## src/rtl/reg_file_scoreboard.sv

```systemverilog
// Register bank with two combinational read ports, one write port and a per-register
// busy scoreboard; write and mark enables are active-low, write data bypasses to reads.
module reg_file_scoreboard #(
    parameter int WIDTH    = 32,
    parameter int DEPTH    = 16,
    parameter int ZERO_REG = 1,
    localparam int AW      = $clog2(DEPTH)
) (
    input  logic             CLK,
    input  logic             RST,
    input  logic [AW-1:0]    RA1,
    input  logic [AW-1:0]    RA2,
    output logic [WIDTH-1:0] RD1,
    output logic [WIDTH-1:0] RD2,
    output logic             BUSY1,
    output logic             BUSY2,
    input  logic [AW-1:0]    WA,
    input  logic [WIDTH-1:0] WD,
    input  logic             WE,
    input  logic [AW-1:0]    MA,
    input  logic             ME,
    output logic             ANY_BUSY
);

    logic [WIDTH-1:0] data [DEPTH];
    logic [DEPTH-1:0] busy;
    logic             wr_ok;
    logic             mk_ok;
    logic             byp1;
    logic             byp2;

    function automatic logic is_zero(input logic [AW-1:0] a);
        return (ZERO_REG != 0) && (a == '0);
    endfunction

    assign wr_ok = !WE && !is_zero(WA);
    assign mk_ok = !ME && !is_zero(MA);

    // A zero-register write is dropped, so it never qualifies for bypass either.
    assign byp1 = wr_ok && (WA == RA1);
    assign byp2 = wr_ok && (WA == RA2);

    // Mark is applied after write so a same-address mark leaves the busy bit set.
    always_ff @(posedge CLK or negedge RST) begin
        if (!RST) begin
            for (int i = 0; i < DEPTH; i++) begin
                data[i] <= '0;
            end
            busy <= '0;
        end else begin
            if (wr_ok) begin
                data[WA] <= WD;
                busy[WA] <= 1'b0;
            end
            if (mk_ok) begin
                busy[MA] <= 1'b1;
            end
        end
    end

    // Outputs are forced low while reset is held, even if a write is being presented.
    assign RD1 = (!RST || is_zero(RA1)) ? '0 : (byp1 ? WD : data[RA1]);
    assign RD2 = (!RST || is_zero(RA2)) ? '0 : (byp2 ? WD : data[RA2]);

    assign BUSY1    = RST && !byp1 && busy[RA1];
    assign BUSY2    = RST && !byp2 && busy[RA2];
    assign ANY_BUSY = RST && (|busy);

endmodule

```

## config.mk

```make
export PLATFORM = sky130hd
export DESIGN_NAME = reg_file_scoreboard
export DESIGN_NICKNAME = d
export VERILOG_FILES = /design/src/rtl/reg_file_scoreboard.sv
export SDC_FILE = /design/constraint.sdc
export NUM_CORES = 1
export LEC_CHECK = 0
export CAP_MARGIN = 20
export CORE_ASPECT_RATIO = 1.5
export CORE_MARGIN = 2
export CORE_UTILIZATION = 30
export CTS_CLUSTER_SIZE = 40
export DETAILED_ROUTE_END_ITERATION = 10
export GPL_TIMING_DRIVEN = 0
export HOLD_SLACK_MARGIN = 0.1
export MAX_ROUTING_LAYER = met4
export PLACE_DENSITY = 0.55
export RECOVER_POWER = 50
export SKIP_CTS_REPAIR_TIMING = 1
export SYNTH_ARGS = -nofsm -noshare
export SYNTH_HDL_FRONTEND = slang
export SYNTH_SLANG_ARGS = --single-unit
```

## constraint.sdc

```tcl
create_clock -name CLK -period 1.85 [get_ports CLK]
set_clock_uncertainty 0.15 [all_clocks]
set_input_delay 0.185 -clock CLK [delete_from_list [all_inputs] [get_ports CLK]]
set_output_delay 0.185 -clock CLK [all_outputs]
set_load 0.02 [all_outputs]
```

==> results of run 1 <==
==> sequential cells by signal, summed over array words and instances, names as in the netlist <==
| name | count |
|---|---|
| data | 512 |
| busy | 16 |
==> kinds of logic (layout without fill, tap and decap cells) <==
| group | Yosys count | count (layout) | share of synthesized area (%) |
|---|---|---|---|
| muxes | 845 | 845 | 43.4 |
| other | 0 | 4 | 0 |
| buffers and inverters | 226 | 491 | 4.08 |
| DFF | 528 | 528 | 46.4 |
| xor gates and xnor gates | 8 | 8 | 0.246 |
| AOI/OAI and AO/OA | 154 | 154 | 4.33 |
| and+or+nand+nor | 86 | 86 | 1.49 |
==> power by group <==
part / switching, W / leakage, nW / internal [W] / total, W
clock network: 0.00500 / 0.912 / 0.00677 / 0.0118
registers: 0.00195 / 6.52 / 0.0141 / 0.0160
logic: 0.00398 / 7.11 / 0.00540 / 0.00937
total: 0.0109 / 14.5 / 0.0263 / 0.0372
==> how the worst min path moves through the flow <==
stage / to / slack [ps]
detailed placement: data[74] / -20
CTS: data[74] / -700
global route: data[163] / -660
floorplan: busy[0] / -260
finish: busy[2] / -650
global placement: data[482] / 310
==> metrics by stage <==
stage	instances	worst slack [ps]	hold slack [ps]	util (%)	setup TNS (ps)
floorplan	1847	-27.8	-261	-	-453
finish	3376	-773	-654	36.8	-69340
detailed placement	3236	-2880	-22.1	33.8	-599920
global placement	3216	-23070	307	33.3	-
global route	3374	-837	-664	36.8	-119250
CTS	3337	-2900	-696	35.7	-212440
==> final cells by class <==
class / instances / share of cell area (%)
Multi-Input combinational cell: 1093 / 42.3
Sequential cell: 528 / 38.1
Timing Repair Buffer: 164 / 5.17
Clock buffer: 80 / 4.58
Tap cell: 1260 / 4.54
Buffer: 218 / 4.43
Clock inverter: 21 / 0.768
Inverter: 8 / 0.0865
Antenna cell: 4 / 0.0288
==> layer usage <==
metal  routed length, um  GRT usage [%]
met5                   0              -
met2               54700           37.5
met3                7290           4.24
met1               41000           26.1
met4                7990           14.3
==> cell usage in the layout, fill, tap and decap left out, drive strengths merged, types with 6 or more instances in the layout <==
cell	synthesis	routed
dfrtp	528	528
mux2	480	480
mux4	264	264
clkbuf	87	211
buf	131	196
mux2i	101	101
a22o	65	65
a22oi	62	62
nand2	49	49
clkdlybuf4s50	0	33
dlygate4sd3	0	13
clkinv	0	11
nor2b	10	10
inv	8	9
o21ai	9	9
nor2	8	8
bufinv	0	6
==> cells in the mapped netlist (10+ instances only) <==
cell      number
mux2i_1      101
nand2_1       49
dfrtp_1      528
clkbuf_1      87
buf_6         20
a22o_1        65
a22oi_1       62
buf_2         94
mux4_2       264
mux2_1       171
buf_4         12
nor2b_1       10
mux2_2       309
==> worst max-delay path, stage by stage, from the launching register on <==
cell and delay, ps:
dfrtp_1 400, mux4_2 480, mux2i_2 210, mux2i_1 130, a22o_1 280, buf_6 160
==> results_tabular.tex, run 1 <==
\begin{tabular}{lr}
\hline
Metric & Value \\
\hline
\multicolumn{2}{l}{\textbf{Worst setup path}} \\
\quad Endpoint type of the worst setup path & primary output \\
\quad Worst Setup SP & data[272] \\
\quad Endpoint of the worst setup timing path & RD1[16] \\
\quad Largest fanout of any net on the critical path & 3 \\
\quad Startpoint type of the worst setup path & register \\
\quad Destination of the worst register-to-register timing path & data[350] \\
\quad Start of the worst register-to-register path & data[350] \\
\quad Arrival time at the worst endpoint & 2290 ps \\
\quad CP required & 1510 ps \\
\quad Count of cells along the worst register-to-register path & 2 \\
\quad Critical path class & reg2out \\
\quad Setup slack on the worst flop-to-flop path & 740 ps \\
\multicolumn{2}{l}{\textbf{Logic synthesis}} \\
\quad Netlist Area Pre-Place & 28500 um2 \\
\quad Net count of the mapped netlist & 1899 \\
\quad Gate count after technology mapping & 1847 \\
\quad Area contributors post-synth & dfrtp\_1 46\%, mux4\_2 21\%, mux2\_2 12\% \\
\quad Most instantiated flip-flop cell in the synthesis netlist & dfrtp\_1 \\
\quad Yosys synthesis warning count & 0 \\
\quad Share of Yosys cell area claimed by the top area cell type & 46.4\% \\
\quad Count of different cell masters after synthesis & 45 \\
\quad Count of flip-flops with a built-in enable after synthesis & 0 \\
\quad Syn Area/Cell & 15.4 um2 \\
\quad Seq cells post-synth & 528 \\
\quad Dominant cell type by area after synthesis & dfrtp\_1 \\
\quad Share of synthesized flip-flops with an asynchronous set or reset & 100\% \\
\quad Fraction of the yosys area taken by sequential cells & 46.4\% \\
\multicolumn{2}{l}{\textbf{Routing}} \\
\quad Wire length per cell after detailed routing & 32.9 um \\
\quad Aggregate routed wire length & 111 mm \\
\quad Total number of vias & 19300 \\
\quad Drt pass-1 iters & 5 \\
\quad Detailed Route Iter0 Violations & 1504 \\
\quad Total DRC errors in the routed layout & 0 \\
\quad Final ANT Viol Nets & 0 \\
\quad Post-DR vias/cell & 5.73 \\
\multicolumn{2}{l}{\textbf{Power and ir drop}} \\
\quad Worst VDD drop & 734 uV \\
\quad Lkg Pwr & 14.5 nW \\
\quad Power after layout & 0.0372 W \\
\quad P per Cell Area & 1070 nW/um2 \\
\multicolumn{2}{l}{\textbf{Clock network}} \\
\quad Clock insertion delay at the later pin of the skew report & 630 ps \\
\quad CTS Buf Count & 54 \\
\quad H-Tree Depth & 2 \\
\quad Sinks on Clock Net & 528 \\
\quad CTS Root Buffer Type & clkbuf\_16 \\
\quad TritonCTS clock tree & built \\
\quad Clock transition at the register clock pins on the worst setup and hold paths after CTS & 70 ps \\
\quad Maximum clock path buffer count & 3 \\
\multicolumn{2}{l}{\textbf{Floorplanning}} \\
\quad Die footprint & 97400 um2 \\
\quad Die H & 381 um \\
\quad \# rows & 138 \\
\quad Width of the chip & 255 um \\
\quad Initial Util & 30.2\% \\
\quad Number of ports placed on the die boundary & 119 \\
\quad Core box area & 94300 um2 \\
\multicolumn{2}{l}{\textbf{Timing}} \\
\quad Max-Slew Margin vs Limit & 22.0\% \\
\quad Max Slew Vio Count & 0 \\
\quad Final worst setup slack & -773 ps \\
\quad Fraction of the cycle the final worst path needs & 142\% \\
\quad Maximum clock rate & 0.381 GHz \\
\quad Transition time at the pin with the least slew margin & 1170 ps \\
\quad Final number of hold-violating endpoints & 31 \\
\quad RSZ-0062 raised after global routing & yes \\
\quad Final setup violation count & 272 \\
\quad Post-Route Hold Slack & -654 ps \\
\quad Final critical-path required period & 2620 ps \\
\multicolumn{2}{l}{\textbf{Final layout}} \\
\quad Area growth from synthesis to layout & 21.9\% \\
\quad Sequential cell area & 13200 um2 \\
\quad Cell area after layout & 34700 um2 \\
\quad Nets@finish & 2119 \\
\quad Fraction of layout instances using a drive strength above 1 & 48.0\% \\
\quad Area occupied by multi-input gates & 14700 um2 \\
\quad Filler Cell Count & 8988 \\
\multicolumn{2}{l}{\textbf{Hold path}} \\
\quad Type of the worst min-delay path & in2async \\
\multicolumn{2}{l}{\textbf{Place}} \\
\quad Cell area after placement & 31800 um2 \\
\quad DPL Wire Length & 74.1 mm \\
\quad IO buf count & 109 \\
\quad Last weighted congestion value of the routability-driven placer & 0.924 \\
\multicolumn{2}{l}{\textbf{Global route}} \\
\quad Overflow left after global routing & 0 \\
\quad Maximum number of pins on one net before global-route repair & 120 \\
\quad Overall routing resource usage & 23.0\% \\
\quad First-pass GRT wire length & 155 mm \\
\quad Number of global-route vias before repair & 20600 \\
\quad Antenna violations before repair & 5 \\
\multicolumn{2}{l}{\textbf{Run}} \\
\quad Maximum capacitance violations & 0 \\
\multicolumn{2}{l}{\textbf{Status}} \\
\quad Violations in the final reports & hold timing, setup timing \\
\quad Result of the run & finished, violations left \\
\hline
\end{tabular}
No activity file was read; power rests on OpenSTA's default activity.
==> run 2: changes to the inputs <==
- CTS_BUF_LIST: unset -> sky130_fd_sc_hd__clkbuf_4
==> run 2 against run 1 <==
Net effect: die area stayed put; count of clock-buffer cells in the layout rose by 111; highest routed layer unchanged; largest power group unchanged; critical path depth grew 3; largest cell class unchanged; first-iteration DRC count down 1.7%; the run still ends with hold timing, setup timing left; final area is 2.4% higher.
==> results_tabular.tex, run 2 (synthesis results as in run 1) <==
\begin{tabular}{lr}
\hline
Metric & Value \\
\hline
\multicolumn{2}{l}{\textbf{Status}} \\
\quad Result of the run & finished, violations left \\
\quad Violations in the final reports & hold timing, setup timing \\
\multicolumn{2}{l}{\textbf{Floorplanning}} \\
\quad Core box area & 94300 um2 \\
\quad Die footprint & 97400 um2 \\
\quad Number of ports placed on the die boundary & 119 \\
\quad Die H & 381 um \\
\quad Width of the chip & 255 um \\
\quad \# rows & 138 \\
\quad Initial Util & 30.2\% \\
\multicolumn{2}{l}{\textbf{Global route}} \\
\quad Overall routing resource usage & 23.3\% \\
\quad First-pass GRT wire length & 156 mm \\
\quad Overflow left after global routing & 0 \\
\quad Antenna violations before repair & 4 \\
\quad Maximum number of pins on one net before global-route repair & 120 \\
\quad Number of global-route vias before repair & 21400 \\
\multicolumn{2}{l}{\textbf{Worst setup path}} \\
\quad Highest-delay cell along the critical path & clkdlybuf4s50\_1 \\
\quad Largest fanout of any net on the critical path & 10 \\
\quad Arrival time at the worst endpoint & 2750 ps \\
\quad Buf/Inv on CP & 4 \\
\quad Ordered list of cells on the worst path & clkdlybuf4s50\_1 -> buf\_2 -> clkbuf\_4 -> mux4\_2 -> mux2i\_2 -> mux2i\_1 -> a22o\_1 -> dlymetal6s2s\_1 \\
\quad Peak per-stage delay on the critical path & 630 ps \\
\quad Startpoint type of the worst setup path & input pin \\
\quad Crit-path leading delay family & buffers and inverters \\
\quad Critical path class & in2out \\
\quad Endpoint type of the worst setup path & primary output \\
\quad CP required & 1510 ps \\
\multicolumn{2}{l}{\textbf{Routing}} \\
\quad Aggregate routed wire length & 115 mm \\
\quad Wire length per cell after detailed routing & 31.8 um \\
\quad Total number of vias & 20400 \\
\quad Detailed Route Iter0 Violations & 1479 \\
\quad Post-DR vias/cell & 5.67 \\
\quad Final ANT Viol Nets & 0 \\
\quad Total DRC errors in the routed layout & 0 \\
\quad Drt pass-1 iters & 7 \\
\multicolumn{2}{l}{\textbf{Timing}} \\
\quad Fraction of the cycle the final worst path needs & 167\% \\
\quad Final critical-path required period & 3080 ps \\
\quad Max Slew Vio Count & 0 \\
\quad Max-Slew Margin vs Limit & 21.4\% \\
\quad Final worst setup slack & -1230 ps \\
\quad Final number of hold-violating endpoints & 50 \\
\quad Final setup violation count & 500 \\
\quad Maximum clock rate & 0.324 GHz \\
\quad RSZ-0062 raised after global routing & yes \\
\quad Post-Route Hold Slack & -718 ps \\
\quad Transition time at the pin with the least slew margin & 1180 ps \\
\multicolumn{2}{l}{\textbf{Clock network}} \\
\quad CTS Buf Count & 136 \\
\quad H-Tree Depth & 4 \\
\quad TritonCTS clock tree & built \\
\quad Clock insertion delay at the later pin of the skew report & 980 ps \\
\quad Maximum clock path buffer count & 3 \\
\quad Sinks on Clock Net & 528 \\
\quad Clock transition at the register clock pins on the worst setup and hold paths after CTS & 70 ps \\
\quad CTS Root Buffer Type & clkbuf\_4 \\
\multicolumn{2}{l}{\textbf{Place}} \\
\quad DPL Wire Length & 74.1 mm \\
\quad IO buf count & 109 \\
\quad DP Worst Slack & -2880 ps \\
\quad Last weighted congestion value of the routability-driven placer & 0.924 \\
\multicolumn{2}{l}{\textbf{Final layout}} \\
\quad Fraction of layout instances using a drive strength above 1 & 47.6\% \\
\quad Register containing the most flip-flops in the final layout & data \\
\quad Number of flip-flops under the largest register name & 512 \\
\quad Most frequent cells in the layout & 527 x dfrtp\_1, 309 x mux2\_2, 264 x mux4\_2 \\
\quad Area growth from synthesis to layout & 24.8\% \\
\quad Registers with the most flip-flops & data x512, busy x16 \\
\quad Nets@finish & 2300 \\
\quad Most frequent standard cell in the layout excluding fill and tap cells & dfrtp\_1 \\
\multicolumn{2}{l}{\textbf{Hold path}} \\
\quad Type of the worst min-delay path & in2async \\
\multicolumn{2}{l}{\textbf{Power and ir drop}} \\
\quad Lkg Pwr & 15.0 nW \\
\quad P per Cell Area & 1020 nW/um2 \\
\quad Power after layout & 0.0362 W \\
\quad Worst VDD drop & 591 uV \\
\multicolumn{2}{l}{\textbf{Run}} \\
\quad Maximum capacitance violations & 0 \\
\hline
\end{tabular}
run 2: worst paths after layout:
| check | from | to | slack (ps) | cells past startpoint |
|---|---|---|---|---|
| max | RA1[2] | RD1[18] | -1230 | 8 |
| min | RST | data[229] | -720 | 5 |
| max reg2reg | data[96] | data[96] | 340 | 2 |
| min reg2reg | data[498] | data[498] | 330 | 1 |
| max in group asynchronous | RST | data[86] | -620 | 11 |
| min in group CLK | WD[17] | data[305] | 110 | 3 |
run 2: per-stage QoR:
stage	hold slack, ps	cell area, um2	TNS, ps	cells	utilization (%)
2_1_floorplan	-261	28700	-453	1847	-
3_3_place_gp	307	31400	-	3216	33.3
3_5_place_dp	-22.1	31800	-599920	3236	33.8
4_1_cts	-1160	33500	-157960	3462	35.6
5_1_grt	-780	35500	-261270	3602	37.7
6_report	-718	35500	-194480	3605	37.7
run 2: worst reg2reg max path: cells and delay by family, from the launching register on:
kind / cells / cell delay (ps)
buffers and inverters: 1 / 560
multiplexers: 1 / 290
flip-flops: 1 / 400
run 2: metal layers:
layer	track usage (%)	routed length, um
met5	-	0
met4	13.9	7820
met3	5.73	8090
met2	38.1	56700
met1	25.8	42000
run 2: cell type report:
class / count / area (um2)
Clock inverter: 35 / 263
Multi-Input combinational cell: 1093 / 14600
Timing Repair Buffer: 263 / 2900
Buffer: 218 / 1450
Tap cell: 1260 / 1580
Inverter: 8 / 30.0
Clock buffer: 191 / 1430
Fill cell: 9042 / 58700
Sequential cell: 528 / 13200
Antenna cell: 9 / 22.5
run 2: where the power goes:
part           total (W)  switching, W  internal [W]
registers         0.0160       0.00194        0.0141
logic            0.00964       0.00404       0.00560
clock network     0.0105       0.00513       0.00541
total             0.0362        0.0111        0.0251
==> run 3: changes to the inputs <==
- RECOVER_POWER: 50 -> 100
==> run 3 against run 2 <==
Net effect: non-clock buffer count unchanged; final cell count about the same; worst hold slack worse by 3.5 ps; clock power is essentially flat; sequential power about the same; routed wire length rose by 0.16%; via count is 0.13% higher; combinational power barely moved; the run still ends with hold timing, setup timing left; critical endpoint unchanged; die area unchanged.
==> results_tabular.tex, run 3 (synthesis results as in run 1) <==
\begin{tabular}{lr}
\hline
Metric & Value \\
\hline
\multicolumn{2}{l}{\textbf{Worst setup path}} \\
\quad Critical path class & in2out \\
\quad Crit-path leading delay family & buffers and inverters \\
\quad Setup slack on the worst flop-to-flop path & 340 ps \\
\quad Largest fanout of any net on the critical path & 10 \\
\quad Ordered list of cells on the worst path & clkdlybuf4s50\_1 -> buf\_2 -> clkbuf\_4 -> mux4\_2 -> mux2i\_2 -> mux2i\_1 -> a22o\_1 -> dlymetal6s2s\_1 \\
\quad Startpoint type of the worst setup path & input pin \\
\quad Endpoint type of the worst setup path & primary output \\
\quad Start of the worst register-to-register path & data[96] \\
\quad Peak per-stage delay on the critical path & 620 ps \\
\quad Destination of the worst register-to-register timing path & data[96] \\
\quad CP required & 1510 ps \\
\quad Highest-delay cell along the critical path & clkdlybuf4s50\_1 \\
\quad Count of cells along the worst register-to-register path & 2 \\
\quad Buf/Inv on CP & 4 \\
\quad Arrival time at the worst endpoint & 2750 ps \\
\multicolumn{2}{l}{\textbf{Timing}} \\
\quad Final critical-path required period & 3080 ps \\
\quad Fraction of the cycle the final worst path needs & 167\% \\
\quad RSZ-0062 raised after global routing & yes \\
\quad Post-Route Hold Slack & -721 ps \\
\quad Maximum clock rate & 0.324 GHz \\
\quad Final number of hold-violating endpoints & 50 \\
\quad Transition time at the pin with the least slew margin & 1180 ps \\
\quad Max Slew Vio Count & 0 \\
\quad Final worst setup slack & -1230 ps \\
\quad Max-Slew Margin vs Limit & 21.4\% \\
\quad Final setup violation count & 554 \\
\multicolumn{2}{l}{\textbf{Final layout}} \\
\quad Fraction of layout instances using a drive strength above 1 & 47.6\% \\
\quad Area growth from synthesis to layout & 24.8\% \\
\quad Final core utilization & 37.7\% \\
\quad Register containing the most flip-flops in the final layout & data \\
\quad Nets@finish & 2300 \\
\quad Number of flip-flops under the largest register name & 512 \\
\quad Most frequent cells in the layout & 527 x dfrtp\_1, 309 x mux2\_2, 264 x mux4\_2 \\
\quad Number of cells in the finished layout apart from fillers & 3604 \\
\quad Registers with the most flip-flops & data x512, busy x16 \\
\quad Most frequent standard cell in the layout excluding fill and tap cells & dfrtp\_1 \\
\multicolumn{2}{l}{\textbf{Power and ir drop}} \\
\quad Clock share of power & 29.1\% \\
\quad P per Cell Area & 1020 nW/um2 \\
\quad Lkg Pwr & 15.0 nW \\
\quad Switching share of total power & 30.7\% \\
\quad Share of total power in combinational logic & 26.6\% \\
\quad Sequential fraction of design power & 44.2\% \\
\quad Net switching power of the design & 0.0111 W \\
\quad Worst VDD drop & 594 uV \\
\quad Cell internal pwr & 0.0251 W \\
\quad Power after layout & 0.0362 W \\
\multicolumn{2}{l}{\textbf{Global route}} \\
\quad Antenna violations before repair & 4 \\
\quad First-pass GRT wire length & 156 mm \\
\quad Number of global-route vias before repair & 21400 \\
\quad Overall routing resource usage & 23.3\% \\
\quad Overflow left after global routing & 0 \\
\quad Maximum number of pins on one net before global-route repair & 120 \\
\multicolumn{2}{l}{\textbf{Floorplanning}} \\
\quad Core box area & 94300 um2 \\
\quad Number of ports placed on the die boundary & 119 \\
\quad \# rows & 138 \\
\quad Die H & 381 um \\
\quad Initial Util & 30.2\% \\
\quad Width of the chip & 255 um \\
\quad Die footprint & 97400 um2 \\
\multicolumn{2}{l}{\textbf{Routing}} \\
\quad Post-DR vias/cell & 5.68 \\
\quad Final ANT Viol Nets & 0 \\
\quad Wire length per cell after detailed routing & 31.8 um \\
\quad Detailed Route Iter0 Violations & 1463 \\
\quad Total number of vias & 20500 \\
\quad Aggregate routed wire length & 115 mm \\
\quad Total DRC errors in the routed layout & 0 \\
\quad Drt pass-1 iters & 5 \\
\multicolumn{2}{l}{\textbf{Status}} \\
\quad Result of the run & finished, violations left \\
\quad Violations in the final reports & hold timing, setup timing \\
\multicolumn{2}{l}{\textbf{Clock network}} \\
\quad Clock transition at the register clock pins on the worst setup and hold paths after CTS & 70 ps \\
\quad Maximum clock path buffer count & 3 \\
\quad CTS Buf Count & 136 \\
\quad TritonCTS clock tree & built \\
\quad CTS Root Buffer Type & clkbuf\_4 \\
\quad Clock insertion delay at the later pin of the skew report & 990 ps \\
\quad Sinks on Clock Net & 528 \\
\quad H-Tree Depth & 4 \\
\multicolumn{2}{l}{\textbf{Hold path}} \\
\quad Type of the worst min-delay path & in2async \\
\multicolumn{2}{l}{\textbf{Run}} \\
\quad Maximum capacitance violations & 0 \\
\multicolumn{2}{l}{\textbf{Place}} \\
\quad Last weighted congestion value of the routability-driven placer & 0.924 \\
\quad DPL Wire Length & 74.1 mm \\
\quad DP Worst Slack & -2880 ps \\
\quad Placed cell count & 3236 \\
\quad IO buf count & 109 \\
\hline
\end{tabular}
==> run 3: changes by cell type in the layout (fill, tap and decap cells not counted), moves of 2 or more <==
cell / before / now
buf_2: 45 / 36
buf_4: 35 / 32
clkbuf_2: 26 / 36
clkbuf_4: 218 / 220
==> run 3: per-layer routing <==
layer	GRT usage (%)	vias to the layer above	part of all wire (%)
met1	25.8	10900	36
met3	5.73	427	7.5
li1	-	8066	-
met4	13.9	0	7.0
met5	-	-	0
met2	38.1	1068	49
==> run 3: cell type report <==
cell class / count / area (um2)
sequential: 528 / 13200
buffer: 218 / 1450
clock buffer: 191 / 1430
multi-input combinational: 1093 / 14600
inverter: 8 / 30.0
antenna: 8 / 20.0
fill: 9043 / 58800
timing repair buffer: 263 / 2900
clock inverter: 35 / 263
tap: 1260 / 1580
==> run 3: worst max path at each step <==
stage | start | endpoint | slack, ps | cells past startpoint
after CTS | RST | RD1[13] | -2900 | 8
final | RA1[2] | RD1[18] | -1230 | 8
after global routing | data[268] | RD1[12] | -1280 | 5
after global placement | RST | data[151] | -23070 | 1
after floorplan | RA2[0] | RD2[12] | -30 | 7
after detailed placement | RST | RD1[13] | -2880 | 8
==> run 3: metrics by stage <==
step	TNS (ps)	hold slack [ps]	instance area [um2]
after floorplan	-453	-261	28700
after global placement	-	307	31400
after detailed placement	-599920	-22.1	31800
after CTS	-157960	-1160	33500
after global routing	-264240	-780	35500
final	-198430	-721	35500
==> run 3: power by group through the flow <==
| stage | clock (W) | sequential (W) | combinational, W |
|---|---|---|---|
| after floorplan | 0 | 0.0154 | 0.00633 |
| after global placement | 0 | 0.0159 | 0.00848 |
| after detailed placement | 0 | 0.0161 | 0.00887 |
| after CTS | 0.0108 | 0.0159 | 0.00890 |
| after global routing | 0.0114 | 0.0163 | 0.0102 |
| final | 0.0105 | 0.0160 | 0.00965 |
==> run 3: tightest hold or removal path: cells and delay by family <==
family / cells / cell delay (ps)
buffers and inverters: 5 / 630
